$ cat config.mk
export PLATFORM = sky130hd
export DESIGN_NAME = word_alu_scheduler
export DESIGN_NICKNAME = d
export VERILOG_FILES = /design/src/rtl/word_alu_scheduler.sv
export SDC_FILE = /design/constraint.sdc
export NUM_CORES = 1
export LEC_CHECK = 0
export ABC_AREA = 1
export BUFFER_PORTS_ARGS = -buffer_cell sky130_fd_sc_hd__buf_2
export CORE_MARGIN = 2
export CORE_UTILIZATION = 40
export CTS_BUF_LIST = sky130_fd_sc_hd__clkbuf_16
export DETAILED_ROUTE_END_ITERATION = 16
export GPL_ROUTABILITY_DRIVEN = 0
export PLACE_DENSITY = 0.61
export SYNTH_ARGS = -nofsm -noshare
export SYNTH_HDL_FRONTEND = slang
export SYNTH_SLANG_ARGS = --single-unit
$ cat constraint.sdc
create_clock -name clk -period 9.84 [get_ports clk]
set_input_delay 0.984 -clock clk [delete_from_list [all_inputs] [get_ports clk]]
set_output_delay 0.984 -clock clk [all_outputs]
set_load 0.02 [all_outputs]
$ cat src/rtl/word_alu_scheduler.sv
// Round-robin scheduler for one shared multi-cycle W-bit ALU; each result is tagged with its requester id.
// Latency 1+L cycles from grant to rsp_valid (L=1 add/sub/mul/reserved, L=W div/mod/pow); rsp_ready low holds RESP and blocks all grants.
module word_alu_scheduler #(
  parameter int W    = 8,
  parameter int NREQ = 4,
  parameter int IDW  = 2
) (
  input  logic              clk,
  input  logic              rst,
  input  logic [NREQ-1:0]   req_valid,
  output logic [NREQ-1:0]   req_ready,
  input  logic [3*NREQ-1:0] req_op,
  input  logic [W*NREQ-1:0] req_a,
  input  logic [W*NREQ-1:0] req_b,
  output logic              rsp_valid,
  input  logic              rsp_ready,
  output logic [IDW-1:0]    rsp_id,
  output logic [W-1:0]      rsp_data,
  output logic              busy
);

  localparam int CW = $clog2(W + 1);

  typedef enum logic [1:0] {IDLE, EXEC, RESP} state_t;

  state_t         state, state_nx;
  logic [IDW-1:0] rr_ptr, gnt, idx;
  logic           gnt_vld;
  logic [2:0]     gnt_op, op_r;
  logic [W-1:0]   a_r, b_r, acc, quo, expo;
  logic [CW-1:0]  cnt;
  logic           long_op, last, ge;
  logic [W:0]     rem_sh;
  logic [W-1:0]   acc_nx, quo_nx, result;

  // First valid requester at or after rr_ptr, wrapping.
  always_comb begin
    gnt     = '0;
    gnt_vld = 1'b0;
    idx     = '0;
    for (int k = 0; k < NREQ; k++) begin
      idx = IDW'((int'(rr_ptr) + k) % NREQ);
      if (!gnt_vld && req_valid[idx]) begin
        gnt_vld = 1'b1;
        gnt     = idx;
      end
    end
  end

  assign gnt_op    = req_op[3*gnt +: 3];
  assign busy      = (state != IDLE);
  assign rsp_valid = (state == RESP);
  assign long_op   = (op_r == 3'd3) || (op_r == 3'd4) || (op_r == 3'd5);
  assign last      = !long_op || (cnt == CW'(W - 1));

  always_comb begin
    state_nx  = state;
    req_ready = '0;
    case (state)
      IDLE: begin
        if (gnt_vld) state_nx = EXEC;
        req_ready[gnt] = gnt_vld & rst;
      end
      EXEC:    if (last) state_nx = RESP;
      RESP:    if (rsp_ready) state_nx = IDLE;
      default: state_nx = IDLE;
    endcase
  end

  // div/mod: acc is the partial remainder, quo shifts the dividend out and the quotient in.
  // pow: acc is the running product, quo the repeated square, expo the exponent bits.
  assign rem_sh = {acc, quo[W-1]};
  assign ge     = (rem_sh >= {1'b0, b_r});

  always_comb begin
    acc_nx = acc;
    quo_nx = quo;
    if (op_r == 3'd5) begin
      acc_nx = expo[0] ? W'(acc * quo) : acc;
      quo_nx = W'(quo * quo);
    end else begin
      acc_nx = ge ? W'(rem_sh - {1'b0, b_r}) : rem_sh[W-1:0];
      quo_nx = {quo[W-2:0], ge};
    end
  end

  always_comb begin
    result = '0;
    case (op_r)
      3'd0:    result = a_r + b_r;
      3'd1:    result = a_r - b_r;
      3'd2:    result = a_r * b_r;
      3'd3:    result = quo_nx;
      3'd4:    result = acc_nx;
      3'd5:    result = acc_nx;
      default: result = '0;
    endcase
  end

  always_ff @(posedge clk or negedge rst) begin
    if (!rst) state <= IDLE;
    else      state <= state_nx;
  end

  always_ff @(posedge clk or negedge rst) begin
    if (!rst) begin
      rr_ptr   <= '0;
      op_r     <= '0;
      a_r      <= '0;
      b_r      <= '0;
      acc      <= '0;
      quo      <= '0;
      expo     <= '0;
      cnt      <= '0;
      rsp_id   <= '0;
      rsp_data <= '0;
    end else begin
      case (state)
        IDLE: begin
          if (gnt_vld) begin
            rr_ptr <= IDW'((int'(gnt) + 1) % NREQ);
            op_r   <= gnt_op;
            a_r    <= req_a[W*gnt +: W];
            b_r    <= req_b[W*gnt +: W];
            acc    <= (gnt_op == 3'd5) ? W'(1) : '0;
            quo    <= req_a[W*gnt +: W];
            expo   <= req_b[W*gnt +: W];
            cnt    <= '0;
            rsp_id <= gnt;
          end
        end
        EXEC: begin
          cnt  <= cnt + 1'b1;
          acc  <= acc_nx;
          quo  <= quo_nx;
          expo <= expo >> 1;
          if (last) rsp_data <= result;
        end
        default: ;
      endcase
    end
  end

endmodule

Yosys cells after proc, flatten, opt, wreduce, memory -nomap -nowiden. Index checks and enable logic that the tools add are counted.

Bits in latches: 0. Output and inout bits: 16. Bits in registers: 61. Memory bits (read-only): 0. Word-level logic and storage cells: 104. Memories kept: 0. Bits in writable memories: 0. Input bits: 83.

Equal/unequal tests: 12. Shift operators: 3. Bitwise operators: 2. Add/sub/neg operators: 8. Reduce and logical (&&, ||, !) cells: 20. Div/mod/pow operators: 0. Multipliers: 4. Order comparisons: 7. Muxes and demuxes: 37.

Operators by type and width (count): $shiftx A32 B6 Y8 (2); $mux W8 (7); $pmux W8 S2 (3); $pmux W8 S5 (1); $mul A8 B8 Y8 (3); $sub A8 B8 Y8 (2); $lt A2 B3 Y1 const B (5); $mux W2 (7); $shiftx A12 B5 Y3 (1); $mux W1 (10); $eq A3 B3 Y1 const B (3); $ge A9 B8 Y1 (1); $add A8 B8 Y8 (1); $bmux W1 S2 (4); $mux W4 (2); $pmux W4 S2 (1); $eq A3 B2 Y1 const B (2); $pmux W2 S3 (1); $reduce_and A2 Y1 (3); $add A2 B1 Y2 const B (2); $add A2 B2 Y2 const B (2); $add A4 B1 Y4 const B (1); $and A4 B4 Y4 (1); $eq A4 B3 Y1 const B (1); other kinds (17) (27).

Logic depth before layout (Yosys ltp). Gate-level depths: netlist of run 1.

Depth in word-level cells: 18. Gate-level depth with buffers: 26. Mapped depth without buffers: 25.

Worst setup path after synthesis of run 1. No wires, ideal clock.

Path type: register -> register. Start point: register acc[2]. End point: register rsp_data[7]. Setup slack: 5.815 ns. Required time: 9.719 ns. Path buffers: 1. Data arrival time: 3.904 ns. Stages on the path, launching flop included: 25. Library setup time: 0.121 ns. Path through: dfrtp_1 -> clkbuf_1 -> nand2_1 -> fa_1 -> inv_1 -> ha_1 -> inv_1 -> fa_1 -> fa_1 -> inv_1 -> ha_1 -> nand2_1 -> nand2_1 -> nor2_1 -> nor2_1 -> nor2_1 -> nand2_1 -> nand2_1 -> nand2_1 -> nand3_1 -> nand2_1 -> nand3_1 -> nand2_1 -> o21bai_1 -> nand2_1.

Word-level cells in the longest chain between the ends: 4.

Ends and longest elaborated chain: from (decl) (line 30) `logic [W-1:0] a_r, b_r, acc, quo, expo;`; from (signal assigned) (line 125) `acc <= (gnt_op == 3'd5) ? W'(1) : '0;`; from (signal assigned) (line 134) `acc <= acc_nx;`; $mul A8 B8 Y8 (tied with other cells) (line 79) `acc_nx = expo[0] ? W'(acc * quo) : acc;`; $mux W8, on equally long branches (line 79, 82); $mux W8 (*) (line 78) `if (op_r == 3'd5) begin`; $pmux W8 S5 (*) (line 89) `case (op_r)`; to (signal assigned) (line 137) `if (last) rsp_data <= result;`; to (decl) (line 18) `output logic [W-1:0] rsp_data,`.

Every way passes the cells marked *; elsewhere a longest branch is shown, timed or not. A chain may end at the register's enable or synchronous reset.

Worst setup path in the final report of run 1. Same ends and word-level chain as after synthesis.

==> impl_results.md, run 1 <==
* CP peak stage delay at between 500 and 600 ps
* Row count at between 40 and 50
* Sequential area share after synthesis at ~20%
* Layout area overhead at 11.7%
* Largest net degree at the start of global routing at 61
* R2r setup slk at around 5500 ps
* Slew Viols, Final at 0
* CP Class: reg2reg
* Routed vias at slightly above 7k
* Worst-path maximum fanout at 11
* CTS H-Tree Depth at 3
* Post-Syn Instances at around 1.1k
* Total track usage at 21.8%
* Ys Warns at 0
* CP Capture Type: register
* Clock period minus worst slack at 4290 ps
* Buffers from clock root to sink, at most at 2
* Synth cell types at 47
* TritonCTS Buffers at 9
* Detail Route Antenna Nets at 0
* DP HPWL at roughly 17,000 microns
* Reg area at approximately 1500 sq um
* Critical Path AT at roughly 4500 ps
* Worst-skew pair later-pin latency at roughly 330 ps
* TritonCTS clock tree: built
* EDFF count, synth at 0
* Height of the die at around 140 microns
* Port Buffer Count at about 100
* Most Frequent Cell on Critical Path: nand2_1
* Core area at 18,100 sq um
* Fraction of layout instances using a drive strength above 1 at 11.5%
* Top-count cell post-synth: nand2_1
* Clock-pin transition on the worst setup and hold timing paths at roughly 60 ps
* Slew headroom at 31.2%
* NumNets Final at between 1k and 1.5k
* FF+latch count, synth at 61
* Cts hold-fix bufs at 0
* Gates resized, CTS repair at 0
* Synth Flop Type: dfrtp_1
* Root buf cell: clkbuf_16
* RSZ-0062 raised after global routing: no
* Post-route cell area at roughly 8300 sq um
* Die Wd at around 140 microns
* Max frequency at around 0.23 GHz
* CP required at 10,050 ps
* Critical path origin: acc[2]$_DFFE_PN0P_
* Detailed-router iteration count before antenna repair at 5
* Post-CTS Setup Inserts at 0
* Setup Total Neg Slack at 0 ps
* Final hold slack at ~470 ps
* Syn nets at ~1.3k
* Maxcap violations at 0
* Status: finished clean
* First-pass GRT wire length at between 30,000 and 40,000 microns
* Worst-Margin Slew at approximately 1000 ps
* Synth top area share at about 20%
* Syn Area/Cell at 6.55 sq um
* Worst Hold Class: reg2reg
* Initial antenna violation count at 0
* Vias in the first global route at just under 7k
* Worst path slowest cell: dfrtp_1
* # IOs at between 90 and 100
* Endpoints failing hold at 0
* Post-Syn Area at between 7000 and 8000 sq um
* Synth top cells by count: nand2_1 (386), inv_1 (195), nand3_1 (70)
* Crit share post-route at 43.6%
* Fillcell total at 1,888
* Post-Route Utilization at a little under half
* Initial Util at approximately two fifths
* Cell Chain, Critical Path: nand2_1 > fa_1 > inv_1 > ha_1 > inv_1 > fa_1 > fa_1 > inv_1 > ha_1 > nand2_1 > nand2_1 > nor2_1 > nor2_1 > nor2_1 > nand2_1 > nand2_1 > nand2_1 > nand3_1 > nand2_1 > nand3_1 > nand2_1 > o21bai_1 > nand2_1
* Worst Setup Start Kind: register
* Area leader, netlist: dfrtp_1
* Worst reg2reg startpoint: acc[2]$_DFFE_PN0P_
* Routed len/inst at around 14 microns
* Number of antenna diodes at 0
* Top cells by area, synth: dfrtp_1 (20%), nand2_1 (19%), ha_1 (11%)
* Post-synth ARST share at 100%
* Skew final at around 6.9 ps
* Clock Sinks at 61
* WL final at slightly above 20,000 microns
* Area post-placement at 8020 sq um
* Die ar. at 19,700 sq um
* Multi-input gate area at between 4000 and 5000 sq um
* Drt drc at 0
* Hold path start: rsp_data[5]$_DFFE_PN0P_
* DRT iter0 DRCs at 496
* GRT Residual Overflow at 0
* Vias per inst at ~5
* Setup-failing EPs final at 0
worst paths after layout:
| check | endpoint | cells after the start |
|---|---|---|
| max in group asynchronous | expo[5]$_DFFE_PN0P_ | 2 |
| setup reg to reg | rsp_data[7]$_DFFE_PN0P_ | 23 |
| setup / recovery | rsp_data[7]$_DFFE_PN0P_ | 23 |
| min in group asynchronous | rsp_id[1]$_DFFE_PN0P_ | 1 |
| hold / removal | rsp_data[5]$_DFFE_PN0P_ | 2 |
| hold reg to reg | rsp_data[5]$_DFFE_PN0P_ | 2 |
per-stage QoR:
step           instances  worst slack, ps
3_3_place_gp        1425             5580
2_1_floorplan       1138             5820
5_1_grt             1440             5210
4_1_cts             1440             5560
3_5_place_dp        1425             5550
6_report            1440             5550
metal layers:
layer,vias up,GRT usage (%),routed length [microns]
met5,-,0,0
met2,222,35.6,9390
li1,3686,-,-
met3,19,3.35,1290
met1,3271,30.6,9710
met4,0,4.89,297
cells in the final DEF (no fill, tap or decap), types with 4 or more instances in the layout:
cell type  synthesis  routed
o21bai_1           4       4
o21ai_1           30      30
xnor2_1           13      13
o211ai_1          14      14
buf_2             11      98
fa_1              35      35
xor2_1            16      16
ha_1              67      67
nor3_1             4       4
inv_1            195     196
nand3_1           70      70
o21ai_0           46      46
a21oi_1           34      34
nand2_1          386     386
nor2_1            64      64
nand4_1            8       8
inv_2              7       7
clkbuf_16          0       9
dfrtp_1           61      61
cell type report:
class,count,area share [%]
tap,229,3.44
inverter,203,9.18
clock buffer,9,2.71
sequential,61,18.3
clock inverter,6,0.962
multi-input combinational,833,59.4
timing repair buffer,99,5.98
critical path, delay by kind of cell (launching register included):
kind | cells | cell delay [ps]
fa+ha+maj | 5 | 2220
simple gates | 14 | 1110
flops | 1 | 580
buf+inv | 3 | 140
compound gates | 1 | 110
state kept, by name, summed over array words and instances, names as in the netlist:
| name | flops |
|---|---|
| a_r | 8 |
| acc | 8 |
| b_r | 8 |
| expo | 8 |
| quo | 8 |
| rsp_data | 8 |
| cnt | 4 |
| op_r | 3 |
| rr_ptr | 2 |
| rsp_id | 2 |
| state | 2 |
cells by family (layout without fill, tap and decap cells):
group	count (synthesis)	in the layout	synth area share (%)
AND/OR/NAND/NOR	552	552	30.6
buffers and inverters	244	317	13.2
AO/OA/AOI/OAI	150	150	11.7
adder cells (fa/ha/maj)	102	102	20.7
flip-flops	61	61	20.5
XOR/XNOR	29	29	3.41
Power of run 1 is not shown: default switching activity piles up to over one toggle a cycle in this logic, so the estimate is an artifact.
==> inputs of run 2 (changes only) <==
--- a/config.mk
+++ b/config.mk
@@ -5,7 +5,7 @@
 export SDC_FILE = /design/constraint.sdc
 export NUM_CORES = 1
 export LEC_CHECK = 0
-export ABC_AREA = 1
+export ABC_AREA = 0
 export BUFFER_PORTS_ARGS = -buffer_cell sky130_fd_sc_hd__buf_2
 export CORE_MARGIN = 2
 export CORE_UTILIZATION = 40
==> constraint.sdc (replaced) <==
create_clock -name clk -period 4.3 [get_ports clk]
set_input_delay 0.43 -clock clk [delete_from_list [all_inputs] [get_ports clk]]
set_output_delay 0.43 -clock clk [all_outputs]
set_load 0.02 [all_outputs]
==> run 2 against run 1 <==
Clock skew down 2.8 ps; count of clock-buffer cells in the layout did not move; worst setup slack lost 5400 ps; maximum frequency increased by 3.8%; die area is 9.8% lower; utilization rose by 2.8 points; register-to-register slack worse by 5400 ps; final cell count down 23%; cell area decreased by 3.8%; critical path type unchanged.
==> impl_results.md, run 2 <==
* Slew headroom at 28.2% (-3.1 points)
* DP HPWL at 14,900 microns (-9.9%)
* Area leader, netlist: dfrtp_1
* CP Capture Type: register
* Largest family of logic cells by synthesized area: adder cells
* Top-count cell post-synth: nand2_1
* Area fraction in and, or, nand and nor cells after synthesis at 16.0% (-15 points)
* CTS H-Tree Depth at 3 (unchanged)
* NumNets Final at 1,068 (-23%)
* Max frequency at 0.242 GHz (+3.8%)
* Reg area at 1530 sq um (+0.33%)
* Skew final at 4.08 ps (-2.81 ps)
* Top cells by area, synth: dfrtp_1 (23%), ha_1 (13%), fa_1 (10%)
* Worst-Margin Slew at 1080 ps (+47.0 ps)
* Height of the die at 133 microns (-5.1%)
* Endpoints failing hold at 0 (unchanged)
* Metal2 WL at 8760 microns (-6.7%)
* Setup ws final at 165 ps (-5380 ps)
* Top Layer Used: met4
* Post-Syn Area at 6700 sq um (-10%)
* Met3 wire len at 1140 microns (-11%)
* Row count at 47 (-4.1%)
* Syn nets at 948 (-28%)
* Clock-pin transition on the worst setup and hold timing paths at 60 ps (about the same)
* Fillcell total at 1,624 (-14%)
* Largest net degree at the start of global routing at 40 (-34%)
* Commonest non-fill, non-tap cells in the layout: nand2_1 (118), buf_2 (98), inv_1 (91)
* Drt drc at 0 (unchanged)
* RSZ-0062 raised after global routing: no
* Synth cell types at 47 (unchanged)
* Final hold slack at 92.3 ps (-381 ps)
* Fraction of layout instances using a drive strength above 1 at 22.2% (+11 points)
* Leading cell type in the layout, fill and taps excluded: nand2_1
* # IOs at 99 (unchanged)
* R2r worst-path depth at 14 (-39%)
* Worst Setup Start Kind: register
* Die Wd at 133 microns (-5.1%)
* WL final at 18,500 microns (-11%)
* Crit share post-route at 96.2% (+53 points)
* R2r setup slk at 170 ps (-5380 ps)
* Detail Route Antenna Nets at 0 (unchanged)
* Routed len/inst at 16.7 microns (+16%)
* Routed vias at 5,817 (-19%)
* Clock Sinks at 61 (unchanged)
* Total track usage at 21.7% (-0.073 points)
* Status: finished clean
* Root buf cell: clkbuf_16
* Maxcap violations at 0 (unchanged)
* FF+latch count, synth at 61 (unchanged)
* Layout area overhead at 19.6%
* Vias in the first global route at 5,762 (-14%)
* CP Class: reg2reg
* TritonCTS Buffers at 9 (unchanged)
* Multi-input gate area at 4750 sq um (-4.0%)
* Post-synth ARST share at 100% (unchanged)
* Wl on met1 at 8270 microns (-15%)
* Synth top cells by count: nand2_1 (118), inv_1 (91), ha_1 (67)
* Syn Area/Cell at 8.78 sq um (+34%)
* EDFF count, synth at 0 (unchanged)
* Cts hold-fix bufs at 0 (unchanged)
* Critical Path AT at 4350 ps (-160 ps)
* Buffers from clock root to sink, at most at 2 (unchanged)
* Reg2reg end: rsp_data[7]$_DFFE_PN0P_
* Vias per inst at 5.25 (+5.0%)
* Setup-failing EPs final at 0 (unchanged)
* Post-synthesis mux area share at 9.43% (+9.4 points)
* Worst-skew pair later-pin latency at 340 ps (about the same)
* Initial Util at 40.7% (-0.39 points)
* TritonCTS clock tree: built
* Worst reg2reg startpoint: quo[4]$_DFFE_PN0P_
* Critical path origin: quo[4]$_DFFE_PN0P_
* Slew Viols, Final at 0 (unchanged)
* XOR/XNOR Fraction of Synth Area at 7.83% (+4.4 points)
* Die ar. at 17,800 sq um (-9.8%)
* Synth top area share at 22.8% (+2.3 points)
* Detailed-router iteration count before antenna repair at 5 (unchanged)
* Worst Hold Class: in2async
* Post-placement worst setup slack at -178 ps (-5730 ps)
* Port Buffer Count at 98 (unchanged)
* CP required at 4510 ps (-5540 ps)
* First-pass GRT wire length at 30,100 microns (-13%)
* Synth Flop Type: dfrtp_1
* Sequential area share after synthesis at 22.8% (+2.3 points)
* DRT iter0 DRCs at 382 (-23%)
* Post-Syn Instances at 763 (-33%)
* Synth Area in Adders at 23.0% (+2.3 points)
* Number of antenna diodes at 0 (unchanged)
* GRT Residual Overflow at 0 (unchanged)
* Ys Warns at 0 (unchanged)
* Core area at 16,500 sq um (-9.3%)
* Worst-path maximum fanout at 4 (-7)
* Clock period minus worst slack at 4130 ps (-157 ps)
* Initial antenna violation count at 0 (unchanged)
* Synth Area in Compound Gates at 14.0% (+2.3 points)
run 2: timing repair:
action,4_1_cts,5_1_grt
resized for setup,4,6
endpoints found under the hold margin,0,0
setup endpoints to repair,2,1
setup buffers,0,5
pin swaps,6,2
run 2: final cells by class:
| class | count | share of cell area (%) |
|---|---|---|
| multi-input combinational | 579 | 59.3 |
| sequential | 61 | 19.1 |
| timing repair buffer | 141 | 10.2 |
| inverter | 91 | 4.26 |
| tap | 220 | 3.44 |
| clock buffer | 9 | 2.81 |
| clock inverter | 7 | 0.937 |
run 2: how the worst max path moves through the flow:
stage                         endpoint  slack (ps)  cells after the start
2_1_floorplan  rsp_data[7]$_DFFE_PN0P_           4                     15
3_3_place_gp   rsp_data[7]$_DFFE_PN0P_        -110                     14
3_5_place_dp   rsp_data[7]$_DFFE_PN0P_        -180                     14
4_1_cts        rsp_data[7]$_DFFE_PN0P_          90                     14
5_1_grt        rsp_data[7]$_DFFE_PN0P_          10                     14
6_report       rsp_data[7]$_DFFE_PN0P_         170                     14
run 2: cell families (layout without fill, tap and decap cells):
kind of cell | count (synthesis) | count (layout)
simple gates | 236 | 236
xor+xnor | 52 | 52
mux | 42 | 42
flops | 61 | 61
buf+inv | 123 | 248
compound gates | 147 | 147
fa+ha+maj | 102 | 102
run 2: layer usage:
metal | vias to the layer above | GRT usage (%)
met2 | 219 | 36.2
met1 | 2755 | 29.7
met5 | - | 0
met4 | 0 | 5.79
li1 | 2822 | -
met3 | 21 | 3.23
run 2: per-stage QoR:
| stage | util, % | instances | area [sq um] | TNS (ps) |
|---|---|---|---|---|
| after floorplan | - | 763 | 6710 | 0 |
| after global placement | 46.4 | 1087 | 7630 | -115 |
| after detailed placement | 46.4 | 1087 | 7630 | -226 |
| after CTS | 48.4 | 1103 | 7960 | 0 |
| after global routing | 48.6 | 1108 | 8010 | 0 |
| final | 48.6 | 1108 | 8010 | 0 |
run 2: critical path, stage by stage (launching register included):
cell	delay, ps
dfrtp_1	410
and2_4	180
fa_1	410
inv_1	70
fa_1	420
fa_1	470
fa_1	540
inv_1	60
ha_4	250
a21oi_4	170
xnor3_1	240
xnor3_1	180
a311o_1	360
a22oi_2	160
a21oi_1	80
Power of run 2 is left out for the same reason.
==> inputs of run 3 (changes only) <==
--- a/config.mk
+++ b/config.mk
@@ -8,11 +8,11 @@
 export ABC_AREA = 0
 export BUFFER_PORTS_ARGS = -buffer_cell sky130_fd_sc_hd__buf_2
 export CORE_MARGIN = 2
-export CORE_UTILIZATION = 40
+export CORE_UTILIZATION = 59
 export CTS_BUF_LIST = sky130_fd_sc_hd__clkbuf_16
 export DETAILED_ROUTE_END_ITERATION = 16
 export GPL_ROUTABILITY_DRIVEN = 0
-export PLACE_DENSITY = 0.61
+export PLACE_DENSITY = 0.84
 export SYNTH_ARGS = -nofsm -noshare
 export SYNTH_HDL_FRONTEND = slang
 export SYNTH_SLANG_ARGS = --single-unit
==> run 3 against run 2 <==
Sequential share of layout area is 0.26 points higher; sequential cell count unchanged; cell area down 1.4%; critical endpoint is now acc[7]$_DFFE_PN0P_; largest cell class unchanged.
==> impl_results.md, run 3 (synthesis gave the netlist of run 2 again) <==
* R2r worst-path depth at 16 (+2)
* Leading cell type in the layout, fill and taps excluded: nand2_1
* CTS H-Tree Depth at 3 (unchanged)
* Area post-placement at 7490 sq um (-1.9%)
* Critical Path AT at 4450 ps (+100 ps)
* Worst-Margin Slew at 1030 ps (-43.4 ps)
* R2r setup slk at 60 ps (-100 ps)
* Post-route cell area at 7900 sq um (-1.4%)
* Row count at 38 (-19%)
* Crit share post-route at 98.6% (+2.4 points)
* WL final at 19,300 microns (+4.3%)
* Setup-failing EPs final at 0 (unchanged)
* Max frequency at 0.236 GHz (-2.4%)
* Final hold slack at 109 ps (+16.7 ps)
* Largest net degree at the start of global routing at 36 (-10%)
* DRT iter0 DRCs at 608 (+59%)
* # IOs at 99 (unchanged)
* Reg2reg end: acc[7]$_DFFE_PN0P_
* Clock-pin transition on the worst setup and hold timing paths at 50 ps (about the same)
* CP peak stage delay at 560 ps (+20 ps)
* Initial antenna violation count at 0 (unchanged)
* Worst-skew pair later-pin latency at 340 ps (about the same)
* Commonest non-fill, non-tap cells in the layout: nand2_1 (116), buf_2 (98), inv_1 (90)
* Port Buffer Count at 98 (unchanged)
* TritonCTS clock tree: built
* Buffers from clock root to sink, at most at 2 (unchanged)
* Total track usage at 32.0% (+10 points)
* Cell Chain, Critical Path: and2_4 > fa_2 > ha_1 > ha_1 > inv_1 > fa_1 > inv_1 > ha_1 > a21o_1 > a21oi_4 > xnor3_1 > xnor3_1 > a311o_1 > buf_4 > nand2_1 > nand2_1
* Worst Setup Start Kind: register
* CP required at 4520 ps (about the same)
* Fillcell total at 772 (-52%)
* Routed len/inst at 18.9 microns (+13%)
* Worst reg2reg startpoint: acc[1]$_DFFE_PN0P_
* Core area at 10,900 sq um (-34%)
* Clock period minus worst slack at 4240 ps (+104 ps)
* Vias in the first global route at 6,315 (+9.6%)
* Buf/Inv on CP at 3 (+1)
* Clock Sinks at 61 (unchanged)
* TritonCTS Buffers at 9 (unchanged)
* Initial Util at 61.2% (+21 points)
* Layout area overhead at 17.9%
* Maxcap violations at 0 (unchanged)
* Number of antenna diodes at 0 (unchanged)
* Slew Viols, Final at 0 (unchanged)
* Detailed-router iteration count before antenna repair at 6 (+1)
* Height of the die at 111 microns (-17%)
* Root buf cell: clkbuf_16
* Slew headroom at 31.0% (+2.9 points)
* CP delay by family, top: adder cells
* Skew final at 6.61 ps (+2.54 ps)
* NumNets Final at 1,063 (-0.47%)
* Routed vias at 6,289 (+8.1%)
* Worst-path maximum fanout at 5 (+1)
* Endpoints failing hold at 0 (unchanged)
* Fraction of layout instances using a drive strength above 1 at 22.7% (+0.52 points)
* Detail Route Antenna Nets at 0 (unchanged)
* CP Class: reg2reg
* Die Wd at 111 microns (-17%)
* Critical path origin: acc[1]$_DFFE_PN0P_
* Drt drc at 0 (unchanged)
* Vias per inst at 6.16 (+17%)
* Worst Hold Class: in2async
* GRT Residual Overflow at 0 (unchanged)
* First-pass GRT wire length at 31,300 microns (+3.9%)
* Status: finished clean
* CP Capture Type: register
* Die ar. at 12,200 sq um (-31%)
* Cts hold-fix bufs at 0 (unchanged)
* Worst path slowest cell: fa_2
* Most Frequent Cell on Critical Path: ha_1
* DP HPWL at 14,500 microns (-2.7%)
## run 3: layer usage
metal	vias to the layer above	global-route usage (%)	part of all wire, %
met1	2989	40.5	37
met2	411	53.1	47
met3	86	6.26	10
met5	-	0	0
met4	0	15.1	5.0
li1	2803	-	-
## run 3: what timing repair did
item | in CTS | in global routing
buffers inserted | 2 | 4
setup endpoints to repair | 2 | 1
resized for setup | 1 | 18
pin swaps | 3 | 13
hold endpoints to repair | 0 | 0
cloned | 0 | 0
## run 3: final cells by class
cell class	count	area, sq um	share of cell area, %
multi-input cells	579	4770	60.4
clock buffers	9	225	2.85
well taps	140	175	2.22
clock inverters	5	78.8	0.998
inverters	91	342	4.33
flip-flops and latches	61	1530	19.4
repair buffers	136	776	9.82
## run 3: stage by stage
stage	instances	util, %	setup slack [ps]	TNS [ps]
after floorplan	763	-	3.86	0
after global placement	1001	68.5	-61.2	-61.2
after detailed placement	1001	68.5	-181	-234
after CTS	1017	71.4	5.42	0
after global routing	1021	72.2	-56.4	-85.8
final	1021	72.2	61.5	0
## run 3: worst max path at each step
stage               depth (start not counted)  slack [ps]                      end
floorplan                                  15           4  rsp_data[7]$_DFFE_PN0P_
global placement                           14         -60  rsp_data[7]$_DFFE_PN0P_
detailed placement                         14        -180  rsp_data[7]$_DFFE_PN0P_
CTS                                        14           5  rsp_data[7]$_DFFE_PN0P_
global route                               17         -60       acc[7]$_DFFE_PN0P_
finish                                     16          60       acc[7]$_DFFE_PN0P_
Power of run 3 is left out for the same reason.
